### src/rtl/reg_writeback_if.sv
// Bundle of the producer handshakes, hazard lookup and register-file write port
// shared between the writeback queue and its neighbours.
interface reg_writeback_if #(
  parameter int ADDRESS_WIDTH = 5,
  parameter int DATA_WIDTH    = 32,
  parameter int DEPTH         = 4
);
  logic                       alu_valid;
  logic                       alu_ready;
  logic [ADDRESS_WIDTH-1:0]   alu_rd;
  logic [DATA_WIDTH-1:0]      alu_data;
  logic                       mem_valid;
  logic                       mem_ready;
  logic [ADDRESS_WIDTH-1:0]   mem_rd;
  logic [DATA_WIDTH-1:0]      mem_data;
  logic [ADDRESS_WIDTH-1:0]   rs1;
  logic [ADDRESS_WIDTH-1:0]   rs2;
  logic                       rs1_pending;
  logic                       rs2_pending;
  logic                       we3;
  logic [ADDRESS_WIDTH-1:0]   ad3;
  logic [DATA_WIDTH-1:0]      wd3;
  logic [DATA_WIDTH-1:0]      a0;
  logic [$clog2(DEPTH):0]     count;

  modport master (
    output alu_valid, alu_rd, alu_data, mem_valid, mem_rd, mem_data, rs1, rs2,
    input  alu_ready, mem_ready, rs1_pending, rs2_pending, we3, ad3, wd3, a0, count
  );

  modport slave (
    input  alu_valid, alu_rd, alu_data, mem_valid, mem_rd, mem_data, rs1, rs2,
    output alu_ready, mem_ready, rs1_pending, rs2_pending, we3, ad3, wd3, a0, count
  );
endinterface

### src/rtl/reg_writeback.sv
// In-order writeback queue: accepts ALU/load results, drains one per cycle onto
// the register-file write port, flags pending writes and mirrors x10.
module reg_writeback #(
  parameter int ADDRESS_WIDTH = 5,
  parameter int DATA_WIDTH    = 32,
  parameter int DEPTH         = 4
) (
  input logic           clk,
  input logic           rst,
  reg_writeback_if.slave bus
);
  localparam int PTR_W = $clog2(DEPTH);
  localparam int CNT_W = PTR_W + 1;
  localparam logic [ADDRESS_WIDTH-1:0] A0_IDX = ADDRESS_WIDTH'(10);

  logic [ADDRESS_WIDTH-1:0] r_rd_q   [DEPTH];
  logic [DATA_WIDTH-1:0]    r_data_q [DEPTH];
  logic [PTR_W-1:0]         r_wptr;
  logic [PTR_W-1:0]         r_rptr;
  logic [CNT_W-1:0]         r_count;

  logic                     r_we_p1;
  logic [ADDRESS_WIDTH-1:0] r_ad_p1;
  logic [DATA_WIDTH-1:0]    r_wd_p1;
  logic [DATA_WIDTH-1:0]    r_a0_p1;

  logic                     w_full;
  logic                     w_empty;
  logic                     w_mem_acc;
  logic                     w_alu_acc;
  logic                     w_push;
  logic                     w_pop;
  logic [ADDRESS_WIDTH-1:0] w_push_rd;
  logic [DATA_WIDTH-1:0]    w_push_data;
  logic [DEPTH-1:0]         w_occ;
  logic                     w_rs1_hit;
  logic                     w_rs2_hit;

  assign w_full  = (r_count == CNT_W'(DEPTH));
  assign w_empty = (r_count == '0);

  assign bus.mem_ready = !w_full;
  assign bus.alu_ready = !w_full && !bus.mem_valid;

  assign w_mem_acc   = bus.mem_valid && !w_full;
  assign w_alu_acc   = bus.alu_valid && !w_full && !bus.mem_valid;
  assign w_push_rd   = w_mem_acc ? bus.mem_rd   : bus.alu_rd;
  assign w_push_data = w_mem_acc ? bus.mem_data : bus.alu_data;
  // x0 writes finish the handshake but never occupy a slot
  assign w_push      = (w_mem_acc || w_alu_acc) && (w_push_rd != '0);
  assign w_pop       = !w_empty;

  always_comb begin
    logic [PTR_W-1:0] off;
    off       = '0;
    w_occ     = '0;
    w_rs1_hit = r_we_p1 && (r_ad_p1 == bus.rs1);
    w_rs2_hit = r_we_p1 && (r_ad_p1 == bus.rs2);
    for (int i = 0; i < DEPTH; i++) begin
      off      = PTR_W'(i) - r_rptr;
      w_occ[i] = ({1'b0, off} < r_count);
      if (w_occ[i] && (r_rd_q[i] == bus.rs1)) w_rs1_hit = 1'b1;
      if (w_occ[i] && (r_rd_q[i] == bus.rs2)) w_rs2_hit = 1'b1;
    end
  end

  assign bus.rs1_pending = (bus.rs1 != '0) && w_rs1_hit;
  assign bus.rs2_pending = (bus.rs2 != '0) && w_rs2_hit;

  // Stage p0: queue storage, written only on an accepted non-x0 result
  always_ff @(posedge clk) begin
    if (w_push) begin
      r_rd_q[r_wptr]   <= w_push_rd;
      r_data_q[r_wptr] <= w_push_data;
    end
  end

  // Stage p1: pointers, occupancy and the registered write port
  always_ff @(posedge clk or posedge rst) begin
    if (rst) begin
      r_wptr  <= '0;
      r_rptr  <= '0;
      r_count <= '0;
      r_we_p1 <= 1'b0;
      r_ad_p1 <= '0;
      r_wd_p1 <= '0;
      r_a0_p1 <= '0;
    end else begin
      if (w_push) r_wptr <= r_wptr + PTR_W'(1);
      case ({w_push, w_pop})
        2'b10:   r_count <= r_count + CNT_W'(1);
        2'b01:   r_count <= r_count - CNT_W'(1);
        default: r_count <= r_count;
      endcase
      r_we_p1 <= w_pop;
      if (w_pop) begin
        r_rptr  <= r_rptr + PTR_W'(1);
        r_ad_p1 <= r_rd_q[r_rptr];
        r_wd_p1 <= r_data_q[r_rptr];
        if (r_rd_q[r_rptr] == A0_IDX) r_a0_p1 <= r_data_q[r_rptr];
      end
    end
  end

  assign bus.we3   = r_we_p1;
  assign bus.ad3   = r_ad_p1;
  assign bus.wd3   = r_wd_p1;
  assign bus.a0    = r_a0_p1;
  assign bus.count = r_count;

endmodule

### src/flat_wrapper.sv
// flat-port wrapper written by rule: the top's interface ports become plain ports
module reg_writeback_flat 
#(
  parameter int ADDRESS_WIDTH = 5,
  parameter int DATA_WIDTH    = 32,
  parameter int DEPTH         = 4
)
  (clk, rst, bus_alu_valid, bus_alu_rd, bus_alu_data, bus_mem_valid, bus_mem_rd, bus_mem_data, bus_rs1, bus_rs2, bus_alu_ready, bus_mem_ready, bus_rs1_pending, bus_rs2_pending, bus_we3, bus_ad3, bus_wd3, bus_a0, bus_count);
  reg_writeback_if #(.ADDRESS_WIDTH(ADDRESS_WIDTH), .DATA_WIDTH(DATA_WIDTH), .DEPTH(DEPTH)) bus_i ();
  input logic clk;
  input logic rst;
  input wire logic [$bits(bus_i.alu_valid)-1:0] bus_alu_valid;
  input wire logic [$bits(bus_i.alu_rd)-1:0] bus_alu_rd;
  input wire logic [$bits(bus_i.alu_data)-1:0] bus_alu_data;
  input wire logic [$bits(bus_i.mem_valid)-1:0] bus_mem_valid;
  input wire logic [$bits(bus_i.mem_rd)-1:0] bus_mem_rd;
  input wire logic [$bits(bus_i.mem_data)-1:0] bus_mem_data;
  input wire logic [$bits(bus_i.rs1)-1:0] bus_rs1;
  input wire logic [$bits(bus_i.rs2)-1:0] bus_rs2;
  output wire logic [$bits(bus_i.alu_ready)-1:0] bus_alu_ready;
  output wire logic [$bits(bus_i.mem_ready)-1:0] bus_mem_ready;
  output wire logic [$bits(bus_i.rs1_pending)-1:0] bus_rs1_pending;
  output wire logic [$bits(bus_i.rs2_pending)-1:0] bus_rs2_pending;
  output wire logic [$bits(bus_i.we3)-1:0] bus_we3;
  output wire logic [$bits(bus_i.ad3)-1:0] bus_ad3;
  output wire logic [$bits(bus_i.wd3)-1:0] bus_wd3;
  output wire logic [$bits(bus_i.a0)-1:0] bus_a0;
  output wire logic [$bits(bus_i.count)-1:0] bus_count;
  assign bus_i.alu_valid = bus_alu_valid;
  assign bus_i.alu_rd = bus_alu_rd;
  assign bus_i.alu_data = bus_alu_data;
  assign bus_i.mem_valid = bus_mem_valid;
  assign bus_i.mem_rd = bus_mem_rd;
  assign bus_i.mem_data = bus_mem_data;
  assign bus_i.rs1 = bus_rs1;
  assign bus_i.rs2 = bus_rs2;
  assign bus_alu_ready = bus_i.alu_ready;
  assign bus_mem_ready = bus_i.mem_ready;
  assign bus_rs1_pending = bus_i.rs1_pending;
  assign bus_rs2_pending = bus_i.rs2_pending;
  assign bus_we3 = bus_i.we3;
  assign bus_ad3 = bus_i.ad3;
  assign bus_wd3 = bus_i.wd3;
  assign bus_a0 = bus_i.a0;
  assign bus_count = bus_i.count;
  reg_writeback #(.ADDRESS_WIDTH(ADDRESS_WIDTH), .DATA_WIDTH(DATA_WIDTH), .DEPTH(DEPTH)) u_core (.clk(clk), .rst(rst), .bus(bus_i));
endmodule
### config.mk
export PLATFORM = sky130hd
export DESIGN_NAME = reg_writeback_flat
export DESIGN_NICKNAME = d
export VERILOG_FILES = /design/src/rtl/reg_writeback_if.sv /design/src/rtl/reg_writeback.sv /design/src/flat_wrapper.sv
export SDC_FILE = /design/constraint.sdc
export NUM_CORES = 1
export LEC_CHECK = 0
export CAP_MARGIN = 20
export CORE_MARGIN = 5
export CORE_UTILIZATION = 49
export DETAILED_ROUTE_END_ITERATION = 10
export PLACE_DENSITY = 0.83
export REMOVE_ABC_BUFFERS = 1
export SYNTH_ARGS = -nofsm -noshare
export SYNTH_HDL_FRONTEND = slang
export SYNTH_SLANG_ARGS = --single-unit
export TNS_END_PERCENT = 5
### constraint.sdc
create_clock -name clk -period 3.4 [get_ports clk]
set_clock_uncertainty 0.05 [all_clocks]
set_input_delay 0.85 -clock clk [delete_from_list [all_inputs] [get_ports clk]]
set_output_delay 0.85 -clock clk [all_outputs]
set_load 0.005 [all_outputs]
==> results.md, run 1 <==
- Status: finished clean
- Max Clk Rate: 297 MHz
- Routed len/inst: 19.5 um
- Startpoint types: input port
- Data arrival time of the critical path: 2.47 ns
- Max IR drop VDD: 529 uV
- Gr ovfl total: 0
- Synth Area in Simple Gates: 0.0686
- Iter 0 DRT Violations: 233
- Worst Tran Pin Value: 0.579 ns
- Area of the mapped netlist: 0.00974 mm^2
- Fin nets: 897
- Die area: 0.0228 mm^2
- Hold_ws: 0.411 ns
- Ys flop type: edfxtp_1
- Num CTS Buffers: 23
- Total power: 0.0112 W
- Cell variety after synth: 35
- Initial antenna violation count: 0
- Register area share after synthesis: 0.654
- Async SR Flop Fraction: 0.342
- Pre-CTS WS: -0.354 ns
- Max Transition Viols Final: 0
- Core area: 0.0195 mm^2
- RSZ-0062 raised after global routing: true
- Layout cell share with drive strength beyond 1: 0.227
- GP Congestion: 0.881
- Most frequent cell after synthesis: edfxtp_1
- Kind of critical path: in -> out
- Synth Area in Adders: 0.0136
- Post-layout util: 0.642
- Antenna Cells: 0
- Multi-input logic area: 0.00315 mm^2
- Post-synth top area share: 0.456
- Capturing point of the worst reg2reg path: u_core.bus.a0[11]
- Vias in the first global route: 6,039
- Synthesized area per cell: 15.9 um^2
- Count of final hold-check violations: 0
- Ranking of synthesized cells by area: edfxtp_1 46%, dfrtp_1 20%, mux4_2 8.1%, mux2_2 4.6%, mux2_4 4.6%
- Pwr Density: 891 mW/mm^2
- # clock sinks: 225
- Final period util: 0.990
- Synth-to-layout area growth: 28.7%
- Routed WL: 21,100 um
- CP Max Fanout: 6
- Drt first pass iters: 4
- Mapped Cells: 614
- Vias post-DR: 5,724
- Clk root buf: clkbuf_16
- Post-CTS Hold Fix Bufs: 0
- Number of flops mapped to enable cells by yosys: 148
- Crit path cell chain: clkdlybuf4s50_1, xor2_1, nor4_1, and3_1, nor4_1, a21oi_1, buf_2
- Total Routing Usage GR: 0.186
- Reg2reg setup slack: 0.57 ns
- Crit-path slowest cell: clkdlybuf4s50_1
- Synth warn: 0
- RR Startpoint: u_core.r_rptr[0]
- Final WS setup: 0.0332 ns
- Max-slew headroom: 0.614
- Minimum clock period: 3.37 ns
- CP Data Required Time: 2.50 ns
- Top cell by count, worst path: nor4_1
- ANT nets after route: 0
- Area fraction in compound gates after synthesis: 0.00758
- Initial cell density of the core: 0.499
- First-pass GRT wire length: 32,600 um
- DP HPWL: 14,600 um
- Max stage delay on crit path: 0.67 ns
- Longest Clk Path Bufs: 3
- HP Class: reg -> reg
- Pin count of the biggest net entering global routing: 52
- DR vias/cell: 5.30
- Post-synthesis mux area share: 0.180
- H-tree depth: 1
- Die width: 151 um
- Leak Pwr: 4.87 nW
- Most frequent cells after synthesis: 148 x edfxtp_1, 115 x nand2_1, 77 x dfrtp_1, 40 x mux2_2, 35 x mux4_2
- Crit. Startpoint: bus_rs2[4]
- I/O Buffers: 164
- Clock Latency Late Sink: 0.50 ns
- Register-to-Register Path Depth: 7
- Rows: 51
- Final setup violation count: 0
- Largest family of logic cells by synthesized area: multiplexers
- Xor-xnor portion of the synthesized cell area: 0.0513
- Ports: 165
- #FFs+latches synth: 225
- # DRC: 0
- Reg area: 0.00638 mm^2
- Die height: 151 um
- Final setup TNS: 0 ns
- Worst setup path endpoint: bus_rs2_pending
- Critical Path End Type: output port
- TritonCTS clock tree: yes
- Max cap viols: 0
- Top cell type by total area after synthesis: edfxtp_1
- Reg clk slew, reported paths: 0.06 ns
- Fillcell total: 1,400
metrics by stage:
stage          cells  cell area [um^2]
2_1_floorplan    579              9540
3_3_place_gp    1038             11800
3_5_place_dp    1038             11800
4_1_cts         1080             12500
5_1_grt         1080             12500
6_report        1080             12500
flip-flops by register name, summed over array words and instances (netlist names):
register,cells
u_core.bus.a0,32
u_core.bus.ad3,5
u_core.bus.count,3
u_core.bus.wd3,32
u_core.bus.we3,1
u_core.r_data_q,128
u_core.r_rd_q,20
u_core.r_rptr,2
u_core.r_wptr,2
worst min path at each step:
stage,startpoint,endpoint,depth (start not counted)
final,u_core.bus.wd3[21],u_core.bus.wd3[21],2
after global routing,u_core.bus.wd3[31],u_core.bus.wd3[31],2
after CTS,u_core.bus.wd3[21],u_core.bus.wd3[21],2
after detailed placement,u_core.bus.wd3[21],u_core.bus.wd3[21],2
after global placement,u_core.bus.wd3[25],u_core.bus.wd3[25],2
after floorplan,u_core.bus.wd3[0],u_core.bus.wd3[0],2
critical path, delay by kind of cell:
kind            cells  cell delay, ns
compound gates      1            0.11
xor+xnor            1            0.20
buf+inv             2            0.81
simple gates        3            0.50
placed cells by master, fill, tap and decap left out, drive strengths merged:
master and count:
nand3 7, dlygate4sd2 2, fa 1, mux2i 1, nand4 2, inv 11, a22o 1, dfrtp 77
a21o 1, xnor2 30, xor2 27, edfxtp 148, nor4 10, a21oi 4, o21a 2, a21boi 1
clkbuf 35, ha 9, or3 1, buf 33, nand2b 1, mux4 37, mux2 70, bufinv 1
clkinv 3, o21ai 3, nor3 3, nand2 115, clkdlybuf4s50 160, or4 4, and2 5, clkinvlp 2
nor2b 1, and3 2, nor2 5
per-layer routing:
| metal | part of all wire | vias to the layer above | global-route usage |
|---|---|---|---|
| met5 | 0 | - | 0 |
| met4 | 0.025 | 0 | 0.0503 |
| met3 | 0.050 | 47 | 0.0275 |
| met2 | 0.52 | 173 | 0.335 |
| met1 | 0.40 | 2906 | 0.235 |
| li1 | - | 2598 | - |
kinds of logic (layout without fill, tap and decap cells):
logic type                 Yosys count  after routing
adders and majority gates           10             10
muxes                              108            108
xor gates and xnor gates            57             57
DFF                                225            225
buffers and inverters               46            247
and+or+nand+nor                    156            156
AOI/OAI and AO/OA                   12             12
what timing repair did:
item,in CTS,in global routing
resized for setup,12,1
endpoints found under the setup margin,2,2
setup buffers,1,0
pin swaps,8,0
endpoints found under the hold margin,0,0
power breakdown:
part	internal [W]	switching [W]	leakage, nW
Combinational	0.00232	0.00193	2.23
Sequential	0.00400	0.000482	2.28
Clock	0.00146	0.000983	0.357
Total	0.00777	0.00339	4.87
area by class of cell:
type / instances / area share
Multi-Input combinational cell: 343 / 0.252
Inverter: 11 / 0.00339
Clock buffer: 35 / 0.0544
Sequential cell: 225 / 0.509
Timing Repair Buffer: 195 / 0.151
Tap cell: 265 / 0.0265
Clock inverter: 6 / 0.00499
Power figures use the tool's default switching activity.
==> run 2: changes to the inputs <==
--- a/config.mk
+++ b/config.mk
@@ -8,6 +8,7 @@
 export CAP_MARGIN = 20
 export CORE_MARGIN = 5
 export CORE_UTILIZATION = 49
+export CTS_CLUSTER_SIZE = 30
 export DETAILED_ROUTE_END_ITERATION = 10
 export PLACE_DENSITY = 0.83
 export REMOVE_ABC_BUFFERS = 1
==> results of run 2 <==
No change in the layout: final DEF, timing and power equal those of run 1.
